==> src/rtl/mem_access_unit.sv <==
// Data-side load/store initiator for a word-addressed memory with combinational read.
// Sub-word stores are done as read-modify-write because the memory has no byte enables.
module mem_access_unit #(
    parameter int MEM_WORDS = 64
) (
    input  logic        clk,
    input  logic        reset,
    input  logic        req,
    input  logic        we,
    input  logic [2:0]  funct3,
    input  logic [31:0] addr,
    input  logic [31:0] wdata,
    output logic        busy,
    output logic        done,
    output logic [31:0] rdata,
    output logic [1:0]  fault,
    output logic [31:0] MemAddr,
    output logic        MemWrEn,
    output logic [31:0] MemWriteData,
    input  logic [31:0] MemReadData
);

    localparam logic [2:0] IDLE   = 3'd0;
    localparam logic [2:0] LOAD   = 3'd1;
    localparam logic [2:0] STORE  = 3'd2;
    localparam logic [2:0] RMW_RD = 3'd3;
    localparam logic [2:0] RMW_WR = 3'd4;
    localparam logic [2:0] RESP   = 3'd5;

    logic [2:0]  state;
    logic        we_q;
    logic [2:0]  funct3_q;
    logic [31:0] addr_q;
    logic [31:0] wdata_q;
    logic [31:0] merge_q;

    logic        illegal;
    logic        misaligned;
    logic        out_of_range;
    logic [1:0]  req_fault;
    logic [31:0] load_data;
    logic [31:0] merge_data;
    logic [7:0]  byte_lane;
    logic [15:0] half_lane;

    // Decode of the incoming request; illegal outranks misaligned outranks out of range.
    always_comb begin
        if (we)
            illegal = (funct3 > 3'b010);
        else
            illegal = (funct3 == 3'b011) || (funct3 == 3'b110) || (funct3 == 3'b111);
        misaligned   = ((funct3[1:0] == 2'b01) && addr[0]) ||
                       ((funct3[1:0] == 2'b10) && (addr[1:0] != 2'b00));
        out_of_range = ({2'b00, addr[31:2]} >= 32'(MEM_WORDS));
        if (illegal)
            req_fault = 2'b11;
        else if (misaligned)
            req_fault = 2'b01;
        else if (out_of_range)
            req_fault = 2'b10;
        else
            req_fault = 2'b00;
    end

    always_comb begin
        byte_lane = 8'(MemReadData >> {addr_q[1:0], 3'b000});
        half_lane = addr_q[1] ? MemReadData[31:16] : MemReadData[15:0];
        case (funct3_q[1:0])
            2'b00:   load_data = funct3_q[2] ? {24'd0, byte_lane} : {{24{byte_lane[7]}}, byte_lane};
            2'b01:   load_data = funct3_q[2] ? {16'd0, half_lane} : {{16{half_lane[15]}}, half_lane};
            default: load_data = MemReadData;
        endcase
    end

    // Splice the store byte/halfword into the word read during RMW_RD.
    always_comb begin
        merge_data = merge_q;
        if (funct3_q[1:0] == 2'b00)
            merge_data[{addr_q[1:0], 3'b000} +: 8] = wdata_q[7:0];
        else if (addr_q[1])
            merge_data[31:16] = wdata_q[15:0];
        else
            merge_data[15:0] = wdata_q[15:0];
    end

    always_ff @(posedge clk) begin
        if (reset) begin
            state    <= IDLE;
            we_q     <= 1'b0;
            funct3_q <= 3'd0;
            addr_q   <= 32'd0;
            wdata_q  <= 32'd0;
            merge_q  <= 32'd0;
            rdata    <= 32'd0;
            fault    <= 2'b00;
        end else begin
            case (state)
                IDLE: if (req) begin
                    we_q     <= we;
                    funct3_q <= funct3;
                    addr_q   <= addr;
                    wdata_q  <= wdata;
                    if (req_fault != 2'b00) begin
                        fault <= req_fault;
                        state <= RESP;
                    end else if (!we)
                        state <= LOAD;
                    else if (funct3 == 3'b010)
                        state <= STORE;
                    else
                        state <= RMW_RD;
                end
                LOAD: begin
                    rdata <= load_data;
                    fault <= 2'b00;
                    state <= RESP;
                end
                STORE: begin
                    fault <= 2'b00;
                    state <= RESP;
                end
                RMW_RD: begin
                    merge_q <= MemReadData;
                    state   <= RMW_WR;
                end
                RMW_WR: begin
                    fault <= 2'b00;
                    state <= RESP;
                end
                default: state <= IDLE;
            endcase
        end
    end

    // The reset gate on the write strobe keeps an interrupted RMW from corrupting memory.
    always_comb begin
        busy         = (state != IDLE);
        done         = (state == RESP);
        MemAddr      = 32'd0;
        MemWrEn      = 1'b0;
        MemWriteData = 32'd0;
        if (state == LOAD || state == STORE || state == RMW_RD || state == RMW_WR)
            MemAddr = {addr_q[31:2], 2'b00};
        if (state == STORE) begin
            MemWrEn      = ~reset;
            MemWriteData = wdata_q;
        end else if (state == RMW_WR) begin
            MemWrEn      = ~reset;
            MemWriteData = merge_data;
        end
    end

    logic unused_we_q;
    assign unused_we_q = we_q;

endmodule
==> config.mk <==
export PLATFORM = sky130hd
export DESIGN_NAME = mem_access_unit
export DESIGN_NICKNAME = d
export VERILOG_FILES = /design/src/rtl/mem_access_unit.sv
export SDC_FILE = /design/constraint.sdc
export NUM_CORES = 1
export LEC_CHECK = 0
export ABC_AREA = 1
export CORE_MARGIN = 2
export CORE_UTILIZATION = 50
export DETAILED_ROUTE_END_ITERATION = 8
export DONT_BUFFER_PORTS = 1
export HOLD_SLACK_MARGIN = 0.12
export PLACE_DENSITY = 0.68
export SETUP_SLACK_MARGIN = 0.3
export SYNTH_ARGS = -nofsm -noshare
export SYNTH_HDL_FRONTEND = slang
export SYNTH_SLANG_ARGS = --single-unit
==> constraint.sdc <==
create_clock -name clk -period 2.29 [get_ports clk]
set_input_delay 0.458 -clock clk [delete_from_list [all_inputs] [get_ports clk]]
set_output_delay 0.458 -clock clk [all_outputs]
set_load 0.005 [all_outputs]
* After elaboration in Yosys (flattened, before gate mapping) *
Cells that the tools add are included.

word-level totals
  input bits = 103
  register bits = 136
  memory bits (writable) = 0
  output and inout bits = 101
  word-level logic and storage cells = 70
  memories kept = 0
  bits in latches = 0
  bits in read-only memories = 0

operators by class
  reductions and logical operators = 17
  bitwise logic cells = 1
  $add $sub $neg = 1
  magnitude comparators = 2
  div/mod/pow operators = 0
  shift-type cells = 3
  multiply operators = 0
  eq/ne operators = 14
  muxes and demuxes = 25

operators with widths
  operator                                                             count
  2-to-1 mux 32 bit                                                    6
  one-hot mux 32 bit (2 select lines)                                  1
  2-to-1 mux 16 bit                                                    3
  bitwise mux 32 bit                                                   1
  variable shift 8 x 7 -> 32 bit (first input constant)                1
  variable part select 8 x 7 -> 32 bit                                 1
  >> shifter 32 x 5 -> 8 bit                                           1
  greater-or-equal comparator 30 x 7 -> 1 bit (second input constant)  1
  equality test 3 x 2 -> 1 bit (second input constant)                 4
  equality test 3 bit (second input constant)                          4
  2-to-1 mux 2 bit                                                     6
  one-hot mux 3 bit (3 select lines)                                   1
  negation 5 -> 7 bit                                                  1
  logical OR 1 bit                                                     6
  2-to-1 mux 3 bit                                                     2
  nonzero test 2 bit                                                   3
  equality test 2 x 1 -> 1 bit (second input constant)                 2
  2-to-1 mux 1 bit                                                     4
  != test 2 bit (second input constant)                                2
  one-hot mux 2 bit (2 select lines)                                   1
  equality test 3 x 1 -> 1 bit (second input constant)                 1
  > comparator 3 x 2 -> 1 bit (second input constant)                  1
  zero test 3 bit                                                      1
  AND reduction 3 bit                                                  1
  7 further kinds                                                      8

* Logic depth before layout (Yosys ltp) *
  word-level depth = 9
  mapped depth = 11
  mapped depth without buffers = 8

* Worst setup path before layout *
OpenSTA, ideal clock, no wires.

  path kind = flip-flop to output port
  start = register addr_q[1]
  end = output port MemWriteData[13]
  data arrival time = 1868 ps
  buffers on the path = 4
  path slack = -36 ps
  stages on the path, launching flop included = 12
  required time = 1832 ps
  cell sequence = dfxtp_1 > buf_4 > clkbuf_1 > inv_1 > ha_1 > buf_2 > inv_1 > buf_2 > nand3_1 > o221ai_1 > nand3_1 > o21ai_0

between the ends
  cells in the longest elaborated chain, start to end = 6
  elaborated cells between the ends (all ways) = 8
  those cells by class = 1 x add/sub; 2 x shift; 5 x mux

RTL lines
  what                                                                                    RTL line  text
  from (decl)                                                                             33        logic [31:0] addr_q;
  from (signal assigned)                                                                  101       addr_q <= addr;
  negation 5 -> 7 bit                                                                     79        merge_data[{addr_q[1:0], 3'b000} +: 8] = wdata_q[7:0];
  variable part select 8 x 7 -> 32 bit or variable shift 8 x 7 -> 32 bit (tied branches)  79
  bitwise mux 32 bit                                                                      79
  2-to-1 mux 32 bit (*)                                                                   78        if (funct3_q[1:0] == 2'b00)
  2-to-1 mux 32 bit (*)                                                                   147       end else if (state == RMW_WR) begin
  2-to-1 mux 32 bit (*)                                                                   144       if (state == STORE) begin
  to (decl)                                                                               19        output logic [31:0] MemWriteData,

Every way passes the cells marked *; elsewhere a longest branch is shown, timed or not.

* Worst setup path in the final report *
  start = register addr_q[0]
  end = output port MemWriteData[7]

between the ends
  cells in the longest elaborated chain, start to end = 6
  elaborated cells between the ends (all ways) = 7
  those cells by class = 1 x add/sub; 2 x shift; 4 x mux

RTL lines
  what                                                                                    RTL line
  negation 5 -> 7 bit (*)                                                                 79
  variable part select 8 x 7 -> 32 bit or variable shift 8 x 7 -> 32 bit (tied branches)  79
  bitwise mux 32 bit (*)                                                                  79
  2-to-1 mux 32 bit (*)                                                                   78
  2-to-1 mux 32 bit (*)                                                                   147
  2-to-1 mux 32 bit (*)                                                                   144

Marked as above.

==> reports/summary.json <==
{
  "outcome": "complete, no violations",
  "numCtsBuffers": 17,
  "initial_cell_density_of_the_core_pct": 51.5,
  "combPwrFrac_pct": 34.4,
  "post_synth_main_area_contributors": "sky130_fd_sc_hd__dfxtp_1, sky130_fd_sc_hd__o21ai_0, sky130_fd_sc_hd__a21oi_1, sky130_fd_sc_hd__inv_1, sky130_fd_sc_hd__nand3_1",
  "report.final.hold_viol_count": 0,
  "placeableCoreArea_sq_um": 13900,
  "number_of_inserted_diodes": 0,
  "dpl_cell_area_sq_um": 7270,
  "p_int_mw": 5.64,
  "total_via_count_in_the_routed_design": 7018,
  "post_synth_num_cell_types": 38,
  "grt_max_degree": 72,
  "fp.dieArea_sq_um": 15300,
  "use_met2_pct": 45.0,
  "synth_area_per_cell_sq_um": 7.16,
  "required_ns": 1.83,
  "post-layout-total-power_mw": 9.04,
  "synth_top_area_share_pct": 38.0,
  "detailed_place_hpwl_mm": 15.4,
  "initial_antenna_violation_count": 0,
  "multi_input_comb_area_sq_um": 4050,
  "ff_latch_area_sq_um": 2730,
  "vert_die_dim_um": 124,
  "htreeDepth": 4,
  "final.setup_skew_ns": 0.00575,
  "drt.antenna.violating_nets": 0,
  "clkTransAtPathRegs_ns": 0.06,
  "holdCritPathClass": "input port to flop",
  "yosys.area.top_type": "sky130_fd_sc_hd__dfxtp_1",
  "power_switching_share_pct": 37.7,
  "worst_setup_path_start_kind": "flop",
  "floorplan.die.width_um": 124,
  "yosys_register_bits": 136,
  "max_freq_mhz": 440,
  "fillCellCount": 1250,
  "max_cap_viol_count": 0,
  "share_of_cells_above_drive_strength_1_pct": 22.0,
  "drt-vias-per-instance": 5.96,
  "stdcell_area_sq_um": 8630,
  "tritoncts": "done",
  "dr.pass1.iters": 5,
  "worst_slew_pin_slew_ns": 0.717,
  "flow.area_growth_from_synthesis_pct": 20.3,
  "ys_seq_area_share_pct": 38.0,
  "final_min_period_over_clock_period_pct": 99.3,
  "setup.worst_path.end_class": "primary output",
  "postRouteWirelength_mm": 23.0,
  "grt_first_pass_wirelength_mm": 33.7,
  "cts.sinks": 136,
  "fin_nets": 1093,
  "final_max_slew_viol_count": 0,
  "rsz0062_at_grt": "true",
  "ir_worst_vdd_v": 0.000542,
  "sequentialPowerShare_pct": 33.4,
  "rows": 43,
  "grt_pass1_vias": 6124,
  "grt_util_all_layers_pct": 28.8,
  "grt_overflow": 0,
  "timing.max_slew.rel_slack_pct": 52.2,
  "setup_viol_count_final": 0,
  "clk_root_buffer_cell": "sky130_fd_sc_hd__clkbuf_16",
  "routabilityCongestion": 0.971,
  "leakage_nw": 3.21,
  "fraction_of_met1_tracks_used_by_global_routing_pct": 37.0,
  "power.switching_mw": 3.40,
  "ios": 204,
  "mappedNetlistArea_sq_um": 7170,
  "route.detailed.drc": 0,
  "synthesis.yosys.warnings": 0,
  "crit_path_max_fanout": 8,
  "busiest_layer": "met2",
  "final.min_clock_period_ns": 2.27,
  "path_class": "flop to primary output",
  "worst-endpoint-arrival_ns": 1.82,
  "groute.layer.met3.usage_pct": 9.16,
  "whs_path_depth": 2,
  "power.share.clock_pct": 32.2,
  "rr_worst_depth": 9,
  "netlist_instances": 1001,
  "place.port_buffers": 0,
  "route.detailed.wl_per_inst_um": 19.6,
  "power-per-cell-area_nw_per_um2": 1050,
  "worstSkewPairLatency_ns": 0.43,
  "first_iter_violations": 784,
  "clock_tree.buffer_depth": 2
}
## registers in the layout (all words and copies together) (netlist names)
signal / flops
funct3_q: 3
wdata_q: 32
fault: 2
rdata: 32
addr_q: 32
state: 3
merge_q: 32
## what timing repair did
item	in CTS	in global routing
pin swaps	4	17
gates resized for setup	73	108
gates cloned	1	3
endpoints found under the hold margin	2	0
hold buffers	1	0
setup buffers	8	5
endpoints found under the setup margin	63	64
## worst max-delay path: stages (launching register included)
cell	delay [ns]
sky130_fd_sc_hd__dfxtp_4	0.38
sky130_fd_sc_hd__inv_6	0.05
sky130_fd_sc_hd__ha_4	0.28
sky130_fd_sc_hd__nor2_4	0.24
sky130_fd_sc_hd__nand3_2	0.10
sky130_fd_sc_hd__o21ai_1	0.14
sky130_fd_sc_hd__nand3_1	0.11
sky130_fd_sc_hd__o21ai_2	0.09
## final cells by class
type / instances / share of cell area [%]
repair inverters: 2 / 0.145
well taps: 180 / 2.61
multi-input cells: 648 / 47.0
inverters: 138 / 6.27
flip-flops and latches: 136 / 31.7
repair buffers: 42 / 5.11
clock buffers: 20 / 5.29
clock inverters: 12 / 1.89
## final timing paths
kind | startpoint | end | slack, ns
setup reg to reg | addr_q[1] | rdata[12] | 0.54
hold reg to reg | addr_q[23] | addr_q[23] | 0.45
setup / recovery | addr_q[0] | MemWriteData[7] | 0.02
hold / removal | we | state[1] | 0.17
## stage by stage
stage	hold slack [ns]	setup WS, ns	TNS [ns]	util (%)	cells
final	0.169	0.0166	0	61.9	1178
after global placement	0.432	0.273	0	52.2	1128
after detailed placement	0.437	0.217	0	52.2	1128
after floorplan	0.425	0.279	0	-	1002
after global routing	0.171	-0.0571	-0.389	61.9	1178
after CTS	0.161	0.0743	0	58.6	1170
## cells in the mapped netlist
cell type                   count
sky130_fd_sc_hd__nand3_2        1
sky130_fd_sc_hd__nand2_1       62
sky130_fd_sc_hd__o221ai_1      24
sky130_fd_sc_hd__or2_2          1
sky130_fd_sc_hd__nor2_8         3
sky130_fd_sc_hd__buf_2         30
sky130_fd_sc_hd__inv_4          1
sky130_fd_sc_hd__a21oi_4       10
sky130_fd_sc_hd__o21bai_1       1
sky130_fd_sc_hd__o21ai_1        6
sky130_fd_sc_hd__buf_4          6
sky130_fd_sc_hd__nor2_1        52
sky130_fd_sc_hd__nor3_1         2
sky130_fd_sc_hd__nand2_4        1
sky130_fd_sc_hd__buf_6          3
sky130_fd_sc_hd__clkbuf_1      38
sky130_fd_sc_hd__mux2i_1        4
sky130_fd_sc_hd__o211ai_1      12
sky130_fd_sc_hd__inv_1        133
sky130_fd_sc_hd__nand2_2        1
sky130_fd_sc_hd__o21a_4         1
sky130_fd_sc_hd__nand3_1       60
sky130_fd_sc_hd__a31oi_1        1
sky130_fd_sc_hd__o2111ai_1      4
sky130_fd_sc_hd__o221a_2        1
sky130_fd_sc_hd__conb_1         1
sky130_fd_sc_hd__o21a_1         4
sky130_fd_sc_hd__o21ai_0      200
sky130_fd_sc_hd__a21o_1         2
sky130_fd_sc_hd__a21oi_1      182
sky130_fd_sc_hd__inv_2          4
sky130_fd_sc_hd__ha_1           5
sky130_fd_sc_hd__o21ai_4        2
sky130_fd_sc_hd__nor2_2         3
sky130_fd_sc_hd__buf_1          2
sky130_fd_sc_hd__dfxtp_1      136
sky130_fd_sc_hd__buf_12         1
sky130_fd_sc_hd__nor4_2         1
## routing by layer
layer,up-vias,wire [um]
met5,-,0
met4,0,655
met3,50,2320
met2,336,10600
met1,3247,9450
li1,3385,-
## cell families (layout without fill, tap and decap cells)
logic type / count (synthesis) / count (layout) / synth area share, %
compound gates: 450 / 450 / 35.7
buf+inv: 218 / 214 / 12.8
simple gates: 187 / 187 / 12.0
flops: 136 / 136 / 38.0
fa+ha+maj: 5 / 5 / 0.873
mux: 4 / 4 / 0.558
other cells: 1 / 2 / 0.0523
## power groups by stage
stage | sequential, mW | combinational, mW | clock (mW)
final | 3.02 | 3.11 | 2.91
after global routing | 3.06 | 3.41 | 3.03
after CTS | 3.00 | 2.69 | 2.94
after detailed placement | 3.04 | 2.46 | 0
after global placement | 3.03 | 2.44 | 0
after floorplan | 2.96 | 2.02 | 0
## cells in the final DEF (no fill, tap or decap), types with 7 or more instances in the layout
cell type	n
sky130_fd_sc_hd__nand3_1	47
sky130_fd_sc_hd__nand3_2	10
sky130_fd_sc_hd__inv_1	125
sky130_fd_sc_hd__a21oi_4	10
sky130_fd_sc_hd__o211ai_1	12
sky130_fd_sc_hd__nand2_1	58
sky130_fd_sc_hd__clkbuf_16	18
sky130_fd_sc_hd__buf_4	27
sky130_fd_sc_hd__dfxtp_1	131
sky130_fd_sc_hd__a21oi_1	181
sky130_fd_sc_hd__nor2_2	24
sky130_fd_sc_hd__inv_6	7
sky130_fd_sc_hd__o21ai_2	33
sky130_fd_sc_hd__o21ai_0	163
sky130_fd_sc_hd__o21ai_1	10
sky130_fd_sc_hd__nor2_1	25
sky130_fd_sc_hd__o221ai_2	20
Power figures use the tool's default switching activity.
